## src/rtl/adc_scan_ctrl.sv

```systemverilog
// Round-robin scan controller for an 8-channel SAR ADC macro.
// The macro runs on adc_clk = CLK_24MHz/2; all sequencing advances on falling adc_clk edges.
module adc_scan_ctrl #(
    parameter int SETTLE_CYC  = 2,
    parameter int TIMEOUT_CYC = 255
) (
    input  logic        CLK_24MHz,
    input  logic        rst,
    input  logic        run,
    input  logic [7:0]  ch_en,
    input  logic        adc_eoc,
    input  logic [11:0] adc_dout,
    input  logic [2:0]  rd_ch,
    output logic        adc_clk,
    output logic        adc_pd,
    output logic [2:0]  adc_s,
    output logic        adc_soc,
    output logic        res_valid,
    output logic [2:0]  res_ch,
    output logic [11:0] res_data,
    output logic        err_timeout,
    output logic        busy,
    output logic [11:0] rd_data
);

    typedef enum logic [1:0] {IDLE, SETTLE, SOC, WAIT} state_t;

    state_t             state;
    logic [3:0]         settle_cnt;
    logic [7:0]         tmo_cnt;
    logic [2:0]         last_ch;
    logic               eoc_q;
    logic [7:0][11:0]   bank;
    logic [2:0]         nxt_ch;
    logic               can_go;
    logic               eoc_rise;
    logic               tmo_hit;

    // Descending offsets so the nearest enabled channel after last_ch wins;
    // offset 8 wraps to last_ch itself (single enabled channel case).
    always_comb begin
        nxt_ch = last_ch;
        for (int i = 8; i >= 1; i--) begin
            if (ch_en[last_ch + 3'(i)])
                nxt_ch = last_ch + 3'(i);
        end
    end

    assign can_go   = run && (ch_en != 8'd0);
    assign eoc_rise = adc_eoc && !eoc_q;
    assign tmo_hit  = (tmo_cnt == 8'(TIMEOUT_CYC - 1));
    assign busy     = (state != IDLE);
    assign rd_data  = bank[rd_ch];

    always_ff @(posedge CLK_24MHz or posedge rst) begin
        if (rst) begin
            state       <= IDLE;
            adc_clk     <= 1'b0;
            adc_pd      <= 1'b1;
            adc_s       <= 3'd0;
            adc_soc     <= 1'b0;
            res_valid   <= 1'b0;
            err_timeout <= 1'b0;
            res_ch      <= 3'd0;
            res_data    <= 12'd0;
            bank        <= '0;
            last_ch     <= 3'd7;
            settle_cnt  <= 4'd0;
            tmo_cnt     <= 8'd0;
            eoc_q       <= 1'b0;
        end else begin
            adc_clk     <= ~adc_clk;
            res_valid   <= 1'b0;
            err_timeout <= 1'b0;
            // adc_clk high here means it falls on this edge: a tick
            if (adc_clk) begin
                eoc_q <= adc_eoc;
                case (state)
                    IDLE: begin
                        adc_pd  <= 1'b1;
                        adc_soc <= 1'b0;
                        if (can_go) begin
                            last_ch    <= nxt_ch;
                            adc_s      <= nxt_ch;
                            settle_cnt <= 4'd0;
                            adc_pd     <= 1'b0;
                            state      <= SETTLE;
                        end
                    end
                    SETTLE: begin
                        if (({1'b0, settle_cnt} + 5'd1) >= 5'(SETTLE_CYC)) begin
                            adc_soc <= 1'b1;
                            state   <= SOC;
                        end else begin
                            settle_cnt <= settle_cnt + 4'd1;
                        end
                    end
                    SOC: begin
                        adc_soc <= 1'b0;
                        tmo_cnt <= 8'd0;
                        state   <= WAIT;
                    end
                    WAIT: begin
                        if (eoc_rise || tmo_hit) begin
                            // eoc wins over a timeout landing on the same tick
                            if (eoc_rise) begin
                                bank[adc_s] <= adc_dout;
                                res_data    <= adc_dout;
                                res_ch      <= adc_s;
                                res_valid   <= 1'b1;
                            end else begin
                                err_timeout <= 1'b1;
                            end
                            if (can_go) begin
                                last_ch    <= nxt_ch;
                                adc_s      <= nxt_ch;
                                settle_cnt <= 4'd0;
                                state      <= SETTLE;
                            end else begin
                                adc_pd <= 1'b1;
                                state  <= IDLE;
                            end
                        end else begin
                            tmo_cnt <= tmo_cnt + 8'd1;
                        end
                    end
                    default: state <= IDLE;
                endcase
            end
        end
    end

endmodule

```

## config.mk

```make
export PLATFORM = sky130hd
export DESIGN_NAME = adc_scan_ctrl
export DESIGN_NICKNAME = d
export VERILOG_FILES = /design/src/rtl/adc_scan_ctrl.sv
export SDC_FILE = /design/constraint.sdc
export NUM_CORES = 1
export LEC_CHECK = 0
export ABC_AREA = 1
export BUFFER_PORTS_ARGS = -buffer_cell sky130_fd_sc_hd__buf_2
export CAP_MARGIN = 20
export CORE_MARGIN = 5
export CORE_UTILIZATION = 46
export DETAILED_ROUTE_END_ITERATION = 12
export GPL_TIMING_DRIVEN = 0
export PLACE_DENSITY = 0.61
export REMOVE_ABC_BUFFERS = 1
export SLEW_MARGIN = 20
export SYNTH_ARGS = -nofsm -noshare
export SYNTH_HDL_FRONTEND = slang
export SYNTH_SLANG_ARGS = --single-unit
```

## constraint.sdc

```tcl
create_clock -name CLK_24MHz -period 11.99 [get_ports CLK_24MHz]
set_clock_uncertainty 0.1 [all_clocks]
set_input_delay 0.5995 -clock CLK_24MHz [delete_from_list [all_inputs] [get_ports CLK_24MHz]]
set_output_delay 0.5995 -clock CLK_24MHz [all_outputs]
set_load 0.01 [all_outputs]
```

==> flow_metrics.tcl <==
set metrics [dict create \
    cp_cell_sequence "buf_2 -> inv_2 -> o21ai_0 -> o22ai_1 -> nor2_1 -> a31oi_1 -> buf_2" \
    areaGrowthSynthToFinish_pct 14.3 \
    worst_slew_pin_slew_ns 0.977 \
    tns_ns 0 \
    clockBufferDepth 2 \
    final_nets 913 \
    p_comb_frac 0.348 \
    grt_antenna_before_repair 0 \
    yosysSeqAreaShare 0.515 \
    whs_ns 0.122 \
    ys_seq_elements 137 \
    run_status "complete, no violations" \
    final.min_clock_period_ns 3.47 \
    cts_hold_buf 0 \
    power_density_nw_per_um2 236 \
    drt_first_pass_iters 4 \
    clkPwrFrac 0.264 \
    viasPerCell 5.31 \
    clock_latency_ns 0.41 \
    cts_buffers 17 \
    relSlewSlack 0.349 \
    yosysTopAreaCell "dfrtp_1" \
    p_leak_nw 3.79 \
    wl_microns 16200 \
    vias 5684 \
    cts_resized 0 \
    clk_pin_slew_ns 0.05 \
    grt-ovfl-total 0 \
    track_usage 0.200 \
    setup_violations 0 \
    cp.arrival_ns 2.77 \
    ys_warn_count 0 \
    drtIter0Drc 388 \
    synth_top_area_share 0.500 \
    power.switching_w 0.000670 \
    netlist_instances 828 \
    io_pins 63 \
    htreeDepth 4 \
    rows 44 \
    finalHoldViolations 0 \
    ir_drop_mv 0.149 \
    ys.flop_type "dfrtp_1" \
    cts-root-buf "clkbuf_16" \
    rsz0062_at_grt "false" \
    port_buffers 62 \
    wl_per_cell_microns 15.1 \
    grt_max_degree 71 \
    worstSetupStartpointType "input port" \
    fmax_mhz 288 \
    grt_pass1_wl_microns 26700 \
    slew_viol_final 0 \
    synthDistinctLibCells 38 \
    die_w_microns 130 \
    avgSynthCellArea_sq_um 8.04 \
    ant_nets 0 \
    cellInternalPower_w 0.00113 \
    cpMostUsedCell "buf_2" \
    critical_path_class "in2out" \
    p_seq_frac 0.388 \
    synth_edf_count 0 \
    cts_setup_buffers 0 \
    die_area_sq_um 17000 \
    synth_area_sq_um 6660 \
    synth.area.top_cells "dfrtp_1 (50%), nand2_1 (11%), o21ai_0 (11%), nor2_1 (5.9%), inv_1 (3.0%)" \
    drc 0 \
    drive_gt1_frac 0.135 \
    crit_path_end_kind "output pin" \
    coreArea_sq_um 14400 \
    start_util 0.464 \
    hpwl_microns 9930 \
    dieHeight_microns 130 \
    crit_required_ns 11.29 \
    cts_tree "yes" \
    grt_pass1_vias 5481 \
    crit_slowest_cell "buf_2" \
    max_cap_violations 0 \
    sw_frac_of_total 0.372 \
    reg2reg_slack_ns 9.34 \
    clock_sinks 137 \
    fin_crit_sh 0.289 \
    crit_fanout 49 \
    gp_congestion 0.880 \
    insertedDiodeCount 0 \
    min_path_type "in2async" \
    cpPeakStageDelay_ns 0.73 \
    synthArstFlopShare 1.00 \
]
==> placed cells by master, fill, tap and decap left out, types with 2 or more instances in the layout <==
cell type  Yosys  routed
xor2_1         4       4
clkbuf_1      28       9
nand3_1       34      34
inv_2          9      10
nand2_1      204     204
dfstp_2        4       4
clkbuf_8       1       2
nor3_2         2       2
o21ai_1       22      22
o21ai_0      142     142
dfrtp_1      133     133
buf_2          5      62
o31ai_1        2       2
a21oi_1       10      10
a21oi_2        2       2
inv_1         54      52
nand2_2        3       3
nor2_1       105     105
buf_6          2       2
a31oi_1       13      13
clkbuf_16      0      17
nand3_2        6       6
ha_1          11      11
clkinv_2       0       2
nand4_1        4       4
o22ai_1       14      14
==> power groups by stage <==
stage	clock, W	combinational (W)	sequential [W]
4_1_cts	0.000485	0.000632	0.000698
2_1_floorplan	0	0.000457	0.000697
3_5_place_dp	0	0.000628	0.000704
3_3_place_gp	0	0.000608	0.000697
6_report	0.000475	0.000627	0.000698
5_1_grt	0.000506	0.000727	0.000715
==> cell families (layout without fill, tap and decap cells) <==
logic type | Yosys count | count (layout) | share of synthesized area
AOI/OAI and AO/OA | 208 | 208 | 0.165
xor gates and xnor gates | 6 | 6 | 0.00902
adders and majority gates | 11 | 11 | 0.0207
buffers and inverters | 100 | 159 | 0.0611
DFF | 137 | 137 | 0.515
and+or+nand+nor | 366 | 366 | 0.229
==> cells in the mapped netlist (all sizes together), types with 3 or more instances <==
master,count
dfstp,4
nand2,207
nand4,4
clkbuf,29
nand3,40
ha,11
xor2,5
a31oi,13
dfrtp,133
inv,63
o21ai,164
a21oi,12
nor3,3
nor2,108
buf,8
o22ai,14
==> routing by layer <==
layer	up-vias	GRT usage	part of all wire
li1	2816	-	-
met5	-	0	0
met4	0	0.0685	0.017
met3	25	0.0446	0.048
met2	138	0.325	0.47
met1	2705	0.264	0.47
==> critical path: cells and delay by family <==
family                 cells  cell delay [ns]
buffers and inverters      3             1.54
AOI/OAI and AO/OA          3             0.51
and+or+nand+nor            1             0.11
==> final timing paths <==
kind / startpoint / cells past startpoint / end
min in group CLK_24MHz: adc_eoc / 3 / eoc_q
max in group asynchronous: rst / 3 / last_ch[1]
min reg2reg: bank[82] / 2 / bank[82]
max: rd_ch[0] / 7 / rd_data[0]
min: rst / 2 / tmo_cnt[2]
max reg2reg: state[1] / 7 / bank[6]
==> sequential cells by signal, summed over array words and instances, names as in the netlist, 2 cells and up <==
register / flops
adc_s: 3
bank: 96
last_ch: 3
res_ch: 3
res_data: 12
settle_cnt: 4
state: 2
tmo_cnt: 8
==> stage by stage <==
stage	setup WS (ns)	cells	util	power, W	cell area (sq um)
after floorplan	7.63	791	-	0.00115	6490
after global placement	6.17	1037	0.489	0.00130	7030
after detailed placement	8.52	1040	0.493	0.00133	7090
after CTS	8.50	1071	0.530	0.00181	7610
after global routing	8.27	1071	0.530	0.00195	7610
final	8.52	1071	0.530	0.00180	7610
==> area by class of cell <==
class                   instances  area [sq um]
clock buffers                  28           487
flip-flops and latches        137          3430
clock inverters                 3          40.0
fillers                      1337          6750
inverters                      63           244
multi-input cells             591          2820
well taps                     184           230
repair buffers                 65           360
Note: power is estimated with default switching activity, not from simulation.
